--- src/rtl/seven_seg_scan_driver_pkg.sv ---
// Shared constants, types and the hex segment table for the 4-digit
// multiplexed seven-segment scan driver.
package seven_seg_scan_driver_pkg;

  localparam logic [7:0] SEG_OFF    = 8'hFF;
  localparam logic [3:0] AN_OFF     = 4'b1111;
  localparam int         NUM_DIGITS = 4;

  // Active-low gfedcba patterns, indexed by hex value.
  localparam logic [6:0] SEG_TABLE [16] = '{
    7'b1000000, // 0
    7'b1111001, // 1
    7'b0100100, // 2
    7'b0110000, // 3
    7'b0011001, // 4
    7'b0010010, // 5
    7'b0000010, // 6
    7'b1111000, // 7
    7'b0000000, // 8
    7'b0010000, // 9
    7'b0001000, // A
    7'b0000011, // b
    7'b1000110, // C
    7'b0100001, // d
    7'b0000110, // E
    7'b0001110  // F
  };

  typedef enum logic {
    ST_IDLE = 1'b0,
    ST_SCAN = 1'b1
  } scan_state_e;

  // Per-slot copy of the inputs that belong to the digit being shown.
  typedef struct packed {
    logic [3:0] value;
    logic       dp;
    logic       blank;
    logic [2:0] bright;
  } snap_t;

  localparam snap_t SNAP_RESET = '{value: 4'h0, dp: 1'b0, blank: 1'b1, bright: 3'd0};

  function automatic logic [3:0] anode_onehot_n(input logic [1:0] idx);
    return ~(4'b0001 << idx);
  endfunction

endpackage

--- src/rtl/seven_seg_scan_driver_if.sv ---
// Display bus: digit data, per-digit controls and the multiplexed
// anode/segment outputs plus the frame tick.
interface seven_seg_scan_driver_if;
  // No handshake: every input is a level that the driver samples only at
  // slot boundaries; outputs are registered levels plus a one-clock tick.
  logic [3:0] in0;
  logic [3:0] in1;
  logic [3:0] in2;
  logic [3:0] in3;
  logic [3:0] dp_in;
  logic [3:0] blank;
  logic [2:0] brightness;
  logic [3:0] an;
  logic [7:0] sseg;
  logic       frame_tick;

  modport master (
    output in0, in1, in2, in3, dp_in, blank, brightness,
    input  an, sseg, frame_tick
  );

  modport slave (
    input  in0, in1, in2, in3, dp_in, blank, brightness,
    output an, sseg, frame_tick
  );
endinterface

--- src/rtl/seven_seg_scan_driver_hex_to_sseg.sv ---
// Combinational hex digit to active-low gfedcba segment decode.
module hex_to_sseg
  import seven_seg_scan_driver_pkg::*;
(
  input  logic [3:0] hex_i,
  output logic [6:0] seg_o
);

  assign seg_o = SEG_TABLE[hex_i];

endmodule

--- src/rtl/seven_seg_scan_driver.sv ---
// Time-multiplexed 4-digit seven-segment driver with per-slot input
// snapshot, PWM brightness, blanking and a once-per-frame tick.
module seven_seg_scan_driver
  import seven_seg_scan_driver_pkg::*;
#(
  parameter int DIV = 50000
) (
  input  logic                    clk,
  input  logic                    reset,
  seven_seg_scan_driver_if.slave  bus,
  output scan_state_e             state_o
);

  localparam int            CW       = (DIV > 1) ? $clog2(DIV) : 1;
  localparam logic [CW-1:0] CNT_LAST = CW'(DIV - 1);
  localparam int            SLOT8    = DIV / 8;

  scan_state_e   state_q, state_d;
  logic [CW-1:0] cnt_q, cnt_d;
  logic [1:0]    idx_q, idx_d;
  snap_t         snap_q, snap_d;
  snap_t         cap;
  logic          slot_start;

  logic [3:0]    an_q, an_d;
  logic [7:0]    sseg_q, sseg_d;
  logic          tick_q, tick_d;

  logic [6:0]    seg_w;
  logic [31:0]   on_lim;
  logic          lit;

  // IDLE exists only so the first edge after reset opens slot 0 with a
  // fresh snapshot instead of counting from the reset value.
  always_comb begin
    state_d    = state_q;
    cnt_d      = cnt_q;
    idx_d      = idx_q;
    slot_start = 1'b0;
    unique case (state_q)
      ST_IDLE: begin
        state_d    = ST_SCAN;
        cnt_d      = '0;
        idx_d      = 2'd0;
        slot_start = 1'b1;
      end
      ST_SCAN: begin
        if (cnt_q == CNT_LAST) begin
          cnt_d      = '0;
          idx_d      = idx_q + 2'd1;
          slot_start = 1'b1;
        end else begin
          cnt_d = cnt_q + CW'(1);
        end
      end
      default: begin
        state_d = ST_IDLE;
      end
    endcase
  end

  always_comb begin
    cap        = SNAP_RESET;
    unique case (idx_d)
      2'd0:    cap.value = bus.in0;
      2'd1:    cap.value = bus.in1;
      2'd2:    cap.value = bus.in2;
      default: cap.value = bus.in3;
    endcase
    cap.dp     = bus.dp_in[idx_d];
    cap.blank  = bus.blank[idx_d];
    cap.bright = bus.brightness;
  end

  always_comb begin
    snap_d = snap_q;
    if (slot_start) begin
      snap_d = cap;
    end
  end

  always_ff @(posedge clk or posedge reset) begin
    if (reset) begin
      state_q <= ST_IDLE;
      cnt_q   <= '0;
      idx_q   <= 2'd0;
      snap_q  <= SNAP_RESET;
    end else begin
      state_q <= state_d;
      cnt_q   <= cnt_d;
      idx_q   <= idx_d;
      snap_q  <= snap_d;
    end
  end

  hex_to_sseg u_hex_to_sseg (
    .hex_i (snap_q.value),
    .seg_o (seg_w)
  );

  // Outputs are registered from the current slot state, so they trail it
  // by one clock; at full brightness the on-window covers the whole slot.
  always_comb begin
    on_lim = (32'(snap_q.bright) + 32'd1) * 32'(SLOT8);
    lit    = (state_q == ST_SCAN) && !snap_q.blank && (32'(cnt_q) < on_lim);
    an_d   = AN_OFF;
    sseg_d = SEG_OFF;
    if (lit) begin
      an_d   = anode_onehot_n(idx_q);
      sseg_d = {~snap_q.dp, seg_w};
    end
    tick_d = (state_q == ST_SCAN) && (idx_q == 2'd3) && (cnt_q == CNT_LAST);
  end

  always_ff @(posedge clk or posedge reset) begin
    if (reset) begin
      an_q   <= AN_OFF;
      sseg_q <= SEG_OFF;
      tick_q <= 1'b0;
    end else begin
      an_q   <= an_d;
      sseg_q <= sseg_d;
      tick_q <= tick_d;
    end
  end

  assign bus.an         = an_q;
  assign bus.sseg       = sseg_q;
  assign bus.frame_tick = tick_q;
  assign state_o        = state_q;

  a_tick_single: assert property (@(posedge clk) disable iff (reset) tick_q |=> !tick_q);
  a_one_anode:   assert property (@(posedge clk) disable iff (reset) $countones(~an_q) <= 1);
  a_dark_segs:   assert property (@(posedge clk) disable iff (reset) (an_q == AN_OFF) |-> (sseg_q == SEG_OFF));

endmodule

--- src/flat_wrapper.sv ---
// flat-port wrapper written by rule: the top's interface ports become plain ports
module seven_seg_scan_driver_flat import seven_seg_scan_driver_pkg::*;
#(
  parameter int DIV = 50000
)
  (clk, reset, state_o, bus_in0, bus_in1, bus_in2, bus_in3, bus_dp_in, bus_blank, bus_brightness, bus_an, bus_sseg, bus_frame_tick);
  seven_seg_scan_driver_if bus_i ();
  input  logic clk;
  input  logic reset;
  output scan_state_e state_o;
  input wire logic [$bits(bus_i.in0)-1:0] bus_in0;
  input wire logic [$bits(bus_i.in1)-1:0] bus_in1;
  input wire logic [$bits(bus_i.in2)-1:0] bus_in2;
  input wire logic [$bits(bus_i.in3)-1:0] bus_in3;
  input wire logic [$bits(bus_i.dp_in)-1:0] bus_dp_in;
  input wire logic [$bits(bus_i.blank)-1:0] bus_blank;
  input wire logic [$bits(bus_i.brightness)-1:0] bus_brightness;
  output wire logic [$bits(bus_i.an)-1:0] bus_an;
  output wire logic [$bits(bus_i.sseg)-1:0] bus_sseg;
  output wire logic [$bits(bus_i.frame_tick)-1:0] bus_frame_tick;
  assign bus_i.in0 = bus_in0;
  assign bus_i.in1 = bus_in1;
  assign bus_i.in2 = bus_in2;
  assign bus_i.in3 = bus_in3;
  assign bus_i.dp_in = bus_dp_in;
  assign bus_i.blank = bus_blank;
  assign bus_i.brightness = bus_brightness;
  assign bus_an = bus_i.an;
  assign bus_sseg = bus_i.sseg;
  assign bus_frame_tick = bus_i.frame_tick;
  seven_seg_scan_driver #(.DIV(DIV)) u_core (.clk(clk), .reset(reset), .bus(bus_i), .state_o(state_o));
endmodule
--- config.mk ---
export PLATFORM = sky130hd
export DESIGN_NAME = seven_seg_scan_driver_flat
export DESIGN_NICKNAME = d
export VERILOG_FILES = /design/src/rtl/seven_seg_scan_driver_pkg.sv /design/src/rtl/seven_seg_scan_driver_if.sv /design/src/rtl/seven_seg_scan_driver_hex_to_sseg.sv /design/src/rtl/seven_seg_scan_driver.sv /design/src/flat_wrapper.sv
export SDC_FILE = /design/constraint.sdc
export NUM_CORES = 1
export LEC_CHECK = 0
export BUFFER_PORTS_ARGS = -buffer_cell sky130_fd_sc_hd__buf_2
export CAP_MARGIN = 20
export CORE_MARGIN = 8
export CORE_UTILIZATION = 58
export CTS_CLUSTER_SIZE = 24
export DETAILED_ROUTE_END_ITERATION = 7
export PLACE_DENSITY = 0.86
export SLEW_MARGIN = 10
export SYNTH_ARGS = -nofsm -noshare
export SYNTH_HDL_FRONTEND = slang
export SYNTH_HIERARCHICAL = 1
export SYNTH_SLANG_ARGS = --single-unit
--- constraint.sdc ---
create_clock -name clk -period 5.4 [get_ports clk]
set_clock_uncertainty 0.1 [all_clocks]
set_input_delay 0.81 -clock clk [delete_from_list [all_inputs] [get_ports clk]]
set_output_delay 0.81 -clock clk [all_outputs]
set_load 0.01 [all_outputs]
* Yosys cells after proc, flatten, opt, wreduce, memory -nomap -nowiden *
Memories as Yosys holds them, arrays and structs flattened.
Index checks and enable logic that the tools add are counted.
Widths: inputs -> output; s select.

storage, ports and cells
  flip-flop bits (word level) = 41
  latch bits = 0
  memory bits (writable) = 0
  ROM bits = 112
  bits of input ports = 29
  output and inout bits = 14
  logic and storage cells = 48
  memories = 1

operators by class
  add/subtract/negate cells = 3
  $mul = 1
  div/mod/pow operators = 0
  magnitude comparators = 3
  equality and inequality tests = 4
  shift-type cells = 1
  mux-type cells = 15
  bitwise gates (word level) = 4
  reductions and logical operators = 6

memory list
  name             depth  bits a word  rd ports  clocked after memory_dff  write ports  line                                    RTL
  (no name shown)  16     7            1         0                         0            seven_seg_scan_driver_hex_to_sseg.sv:9  assign seg_o = SEG_TABLE[hex_i];

operator list
  kind                    number
  $lt 16x32->1            1
  $mul 32x12->31 const B  1
  $pmux 16 s2             1
  $add 16x1->16 const B   1
  $eq 16x16->1 const B    1
  $mux 16                 1
  $mux 7                  2
  $pmux 4 s3              1
  $mux 8                  1
  $ge 5x5->1 const B      1
  $not 4->5               1
  $add 3x1->4 const B     1
  $bmux 1 s2              2
  $eq 2x2->1 const B      2
  $logic_and 1x1->1       4
  $mux 4                  1
  $not 4->4               1
  $pmux 2 s2              1
  $shl 1x2->4 const A     1
  $lt 2x3->1 const B      1
  $mux 1                  3
  $add 2x1->2 const B     1
  $eq 2x1->1 const B      1
  $logic_not 2->1         1
  other kinds (4)         5

* Logic depth before layout (Yosys ltp) *
  depth after elaboration = 5
  mapped depth = 19
  gate-level depth less buffers = 18

* By module *
Netlist, hierarchy kept.

modules (own cells, without submodules)
  module                 instances  cells an instance  area an instance (um^2)
  seven_seg_scan_driver  1          297                2849.0
  hex_to_sseg            1          32                 275.3

* Least setup slack after synthesis *
No wires, ideal clock.

  path kind = flip-flop to flip-flop
  from = register u_core/snap_q[0] (netlist bit)
  to = register u_core.sseg_q[3] (netlist: u_core/bus.sseg[3])
  arrival = 4.104 ns
  required time = 5.218 ns
  path slack = 1.114 ns
  cell stages (with the launch flop) = 19
  buffers on the path = 1
  clock period less this slack = 4.286 ns
  cells stage by stage = dfrtp_1 inv_1 ha_1 ha_1 xnor2_1 ha_1 a21o_1 ha_1 a211oi_1 o21ai_0 and2_1 a31oi_1 xor2_1 ha_1 a21o_1 a2111oi_0 a32oi_1 clkbuf_2 or2_1

between the ends
  word-level cells in the longest chain between the ends = 5

ends and longest elaborated chain
  item                      line                          RTL
  start: declaration        seven_seg_scan_driver.sv:21   snap_t snap_q, snap_d;
  start signal: assignment  seven_seg_scan_driver.sv:92   snap_q <= snap_d;
  $add 3x1->4               seven_seg_scan_driver.sv:104  on_lim = (32'(snap_q.bright) + 32'd1) * 32'(SLOT8);
  $mul 32x12->31            seven_seg_scan_driver.sv:104
  $lt 16x32->1              seven_seg_scan_driver.sv:105  lit = (state_q == ST_SCAN) && !snap_q.blank && (32'(cnt_q) < on_lim);
  $logic_and 1x1->1         seven_seg_scan_driver.sv:105
  $mux 8                    seven_seg_scan_driver.sv:108  if (lit) begin
  net u_core.sseg_d[3]      seven_seg_scan_driver.sv:26   logic [7:0] sseg_q, sseg_d;
  end signal: assignment    seven_seg_scan_driver.sv:122  sseg_q <= sseg_d;
  end: declaration          seven_seg_scan_driver.sv:26

The timed path passes the listed nets, and every way through them passes these cells.
A chain may end at the register's enable or synchronous reset.

* Worst setup path in the final report *
  from = register u_core/snap_q[0] (netlist bit)
  to = register u_core.sseg_q[2] (netlist: u_core/bus.sseg[2])

Same word-level chain as after synthesis.

==> flow_summary_export.csv <==
group,metric,value,unit
clocking,root_buffer,"clkbuf_8",
logic_synthesis,synthDistinctLibCells,53,
layout,final_util,66.9,%
power,p_int,0.000537,W
setup_path,cp_cell_sequence,"inv_1 > ha_1 > ha_1 > xnor2_1 > ha_1 > a21o_1 > ha_1 > a211oi_1 > o21ai_0 > and2_1 > a31oi_1 > xor2_1 > ha_1 > a21o_1 > a2111oi_0 > a32oi_2 > or2_1",
logic_synthesis,ys_seq_area_share,33.4,%
clocking,numCtsBuffers,5,
power,swShare,33.5,%
setup_path,crit_required,5520,ps
placed_design,routabilityCongestion,0.906,
global_route,grt_pass1_wl,11200,um
placed_design,numPortBuffers,42,
floorplan,die_x,89.4,um
setup_path,r2r_cells,17,
global_route,grt_overflow,0,
power,seq_power_share,42.6,%
setup_path,crit_top_cell,"ha_1",
floorplan,dieHeight,89.4,um
clocking,cts_max_path_buffers,2,
clocking,ctsHoldBuffers,0,
logic_synthesis,ys.flop_type,"dfrtp_1",
job,cap_violations,0,
setup_path,critical_path.max_stage_delay,530,ps
logic_synthesis,synthArstFlopShare,100,%
status,status,"completed",
power,leakage,1.64,nW
layout,drive_above_1_share,20.4,%
global_route,grt_pass1_vias,2400,
setup_path,worst-path-buf-inv,1,
logic_synthesis,synth_cells,329,
floorplan,num_io_pins,43,
clocking,post_cts_resized,0,
drt,drcViolationCount,0,
drt,vias_per_cell,5.69,
floorplan,die_area,7990,sq um
sta,hold_slack,331,ps
global_route,grt_max_degree,42,
setup_path,startpoint,"u_core/snap_q[0]$_DFFE_PP0P_",
setup_path,reg2reg_to,"u_core/bus.sseg[2]$_DFF_PP1_",
logic_synthesis,synth_edf_count,0,
power,p_switching,0.000271,W
logic_synthesis,syn_avg_cell_area,9.50,sq um
sta,tns,0,ps
drt,first_pass_iters,4,
layout,num-nets-final,439,
sta,max_freq,203,MHz
sta,hold_viol,0,
setup_path,path_max_fanout,12,
power,cellPowerDensity,235,nW/um^2
logic_synthesis,yosysWarnings,6,
layout,diodes,0,
clocking,cts_tree,"yes",
power,vdd_drop_max,0.219,mV
power,combPwrFrac,33.4,%
drt,drt-total-wl,6610,um
placed_design,hpwl,5090,um
drt,wl_per_cell,15.1,um
sta,fin_crit_sh,91.2,%
drt,drt-initial-drc-count,116,
global_route,grt_use_total,18.1,%
clocking,cts_max_level,2,
logic_synthesis,synthesis.area,3120,sq um
placed_design,placed_cell_area,3350,sq um
clocking,cts_sinks,41,
drt,postRouteAntennaNets,0,
setup_path,rrSetupSlack,480,ps
logic_synthesis,synth_nets,402,
setup_path,endpoint_kind,"flop",
clocking,clock_latency,290,ps
setup_path,worstSetupPathType,"reg -> reg",
floorplan,core_area,5140,sq um
sta,tightest_slew,766,ps
setup_path,cp_top_family,"compound AO/OA/AOI/OAI gates",
layout,synthToLayoutAreaGrowth,10.1,%
clocking,post_cts_buffers,0,
sta,setup_viol,0,
floorplan,rows,26,
sta,slew_headroom,48.8,%
sta,rsz0062_at_grt,"no",
logic_synthesis,synth-seq-cells,41,
setup_path,cp-endpoint,"u_core/bus.sseg[2]$_DFF_PP1_",
setup_path,startpoint_type,"flop",
sta,drv_slew,0,
floorplan,start_util,60.8,%
global_route,antenna_found_initial,0,
setup_path,r2r-start,"u_core/snap_q[0]$_DFFE_PP0P_",
sta,final.min_clock_period,4920,ps
setup_path,cp_data_arrival_time,5050,ps
setup_path,cpMaxStageDelayCell,"a2111oi_0",
power,p_clk_share,24.1,%
worst_hold_path,hp-class,"reg -> reg",
setup_path,critical_path_depth,17,
layout,fin_area,3440,sq um
clocking,clkTransAtPathRegs,80,ps
drt,via_count,2488,
power,total_power,0.000808,W
flip-flops by register name, summed over array words and instances (netlist names):
register and flops:
u_core/bus.an 4, u_core/bus.frame_tick 1, u_core/bus.sseg 8, u_core/cnt_q 16, u_core/idx_q 2, u_core/snap_q 9, u_core/state_o 1
how the worst min path moves through the flow:
stage | slack (ps) | startpoint | depth (start not counted) | to
after floorplan | 280 | u_core/snap_q[4]$_DFFE_PP0P_ | 1 | u_core/bus.sseg[7]$_DFF_PP1_
after global placement | 310 | u_core/snap_q[4]$_DFFE_PP0P_ | 1 | u_core/bus.sseg[7]$_DFF_PP1_
after detailed placement | 320 | u_core/snap_q[4]$_DFFE_PP0P_ | 1 | u_core/bus.sseg[7]$_DFF_PP1_
after CTS | 320 | u_core/snap_q[4]$_DFFE_PP0P_ | 1 | u_core/bus.sseg[7]$_DFF_PP1_
after global routing | 330 | u_core/snap_q[4]$_DFFE_PP0P_ | 1 | u_core/bus.sseg[7]$_DFF_PP1_
final | 330 | u_core/snap_q[4]$_DFFE_PP0P_ | 1 | u_core/bus.sseg[7]$_DFF_PP1_
worst reg2reg max path: stages, from the launching register on:
cell,delay (ps)
dfrtp_1,490
inv_1,180
ha_1,420
ha_1,240
xnor2_1,140
ha_1,180
a21o_1,150
ha_1,340
a211oi_1,320
o21ai_0,170
and2_1,180
a31oi_1,200
xor2_1,190
ha_1,270
a21o_1,160
a2111oi_0,530
a32oi_2,320
or2_1,290
synth_stat cells, types with 5 or more instances:
master / instances / area [sq um]
nor3_1: 6 / 30.0
buf_2: 5 / 25.0
xor2_1: 17 / 149
nand3_1: 11 / 55.1
mux2i_1: 9 / 90.1
or2_1: 7 / 43.8
and3_1: 8 / 50.1
nand2_1: 19 / 71.3
nor2_1: 33 / 124
nand2b_1: 6 / 37.5
inv_1: 20 / 75.1
ha_1: 44 / 551
dfstp_2: 13 / 342
xnor2_1: 13 / 114
a21oi_1: 15 / 75.1
dfrtp_1: 28 / 701
o22ai_1: 8 / 50.1
nand4_1: 6 / 37.5
o21ai_0: 11 / 55.1
logic make-up after synthesis:
family | count (synthesis) | share of synthesized area (%)
buffers and inverters | 33 | 4.93
DFF | 41 | 33.4
AOI/OAI and AO/OA | 57 | 11.9
xor gates and xnor gates | 30 | 8.41
muxes | 15 | 5.61
other | 1 | 0.120
and+or+nand+nor | 108 | 18.0
adders and majority gates | 44 | 17.6
placed cells by master, fill, tap and decap left out, drive strengths merged, types with 3 or more instances in the layout:
cell type,synthesis,routed
ha,44,44
buf,9,43
nor2,33,33
dfrtp,28,28
inv,20,20
nand2,19,19
xor2,17,17
a21oi,15,15
xnor2,13,13
dfstp,13,13
o21ai,11,11
nand3,11,11
mux2i,10,10
or2,9,9
and3,8,8
o22ai,8,8
clkbuf,4,7
nand4,6,6
nor3,6,6
nand2b,6,6
mux2,4,4
a21o,3,3
a211oi,3,3
routing by layer:
metal	part of all wire (%)	global-route usage (%)	vias to the layer above	routed length (um)
li1	-	-	1224	-
met1	45	22.9	1188	3000
met2	48	30.0	69	3200
met3	5.2	3.77	7	341
met4	1.2	5.59	0	78
met5	0	0	-	0
stage by stage:
| step | setup slack, ps | instances |
|---|---|---|
| floorplan | 1110 | 329 |
| finish | 477 | 437 |
| CTS | 472 | 437 |
| detailed placement | 509 | 429 |
| global route | 106 | 437 |
| global placement | 800 | 429 |
power by group through the flow:
| stage | Sequential (W) | Clock [W] | Combinational [W] |
|---|---|---|---|
| after detailed placement | 0.000349 | 0 | 0.000267 |
| after CTS | 0.000344 | 0.000198 | 0.000269 |
| after global routing | 0.000346 | 0.000209 | 0.000306 |
| after global placement | 0.000348 | 0 | 0.000257 |
| after floorplan | 0.000347 | 0 | 0.000201 |
| final | 0.000344 | 0.000195 | 0.000269 |
cell type report:
cell class,count,area (sq um)
Clock buffer,7,76.3
Clock inverter,1,5.00
Fill cell,427,1700
Sequential cell,41,1040
Multi-Input combinational cell,255,1940
Timing Repair Buffer,43,218
Inverter,20,75.1
Tap cell,70,87.6
Power figures use the tool's default switching activity.
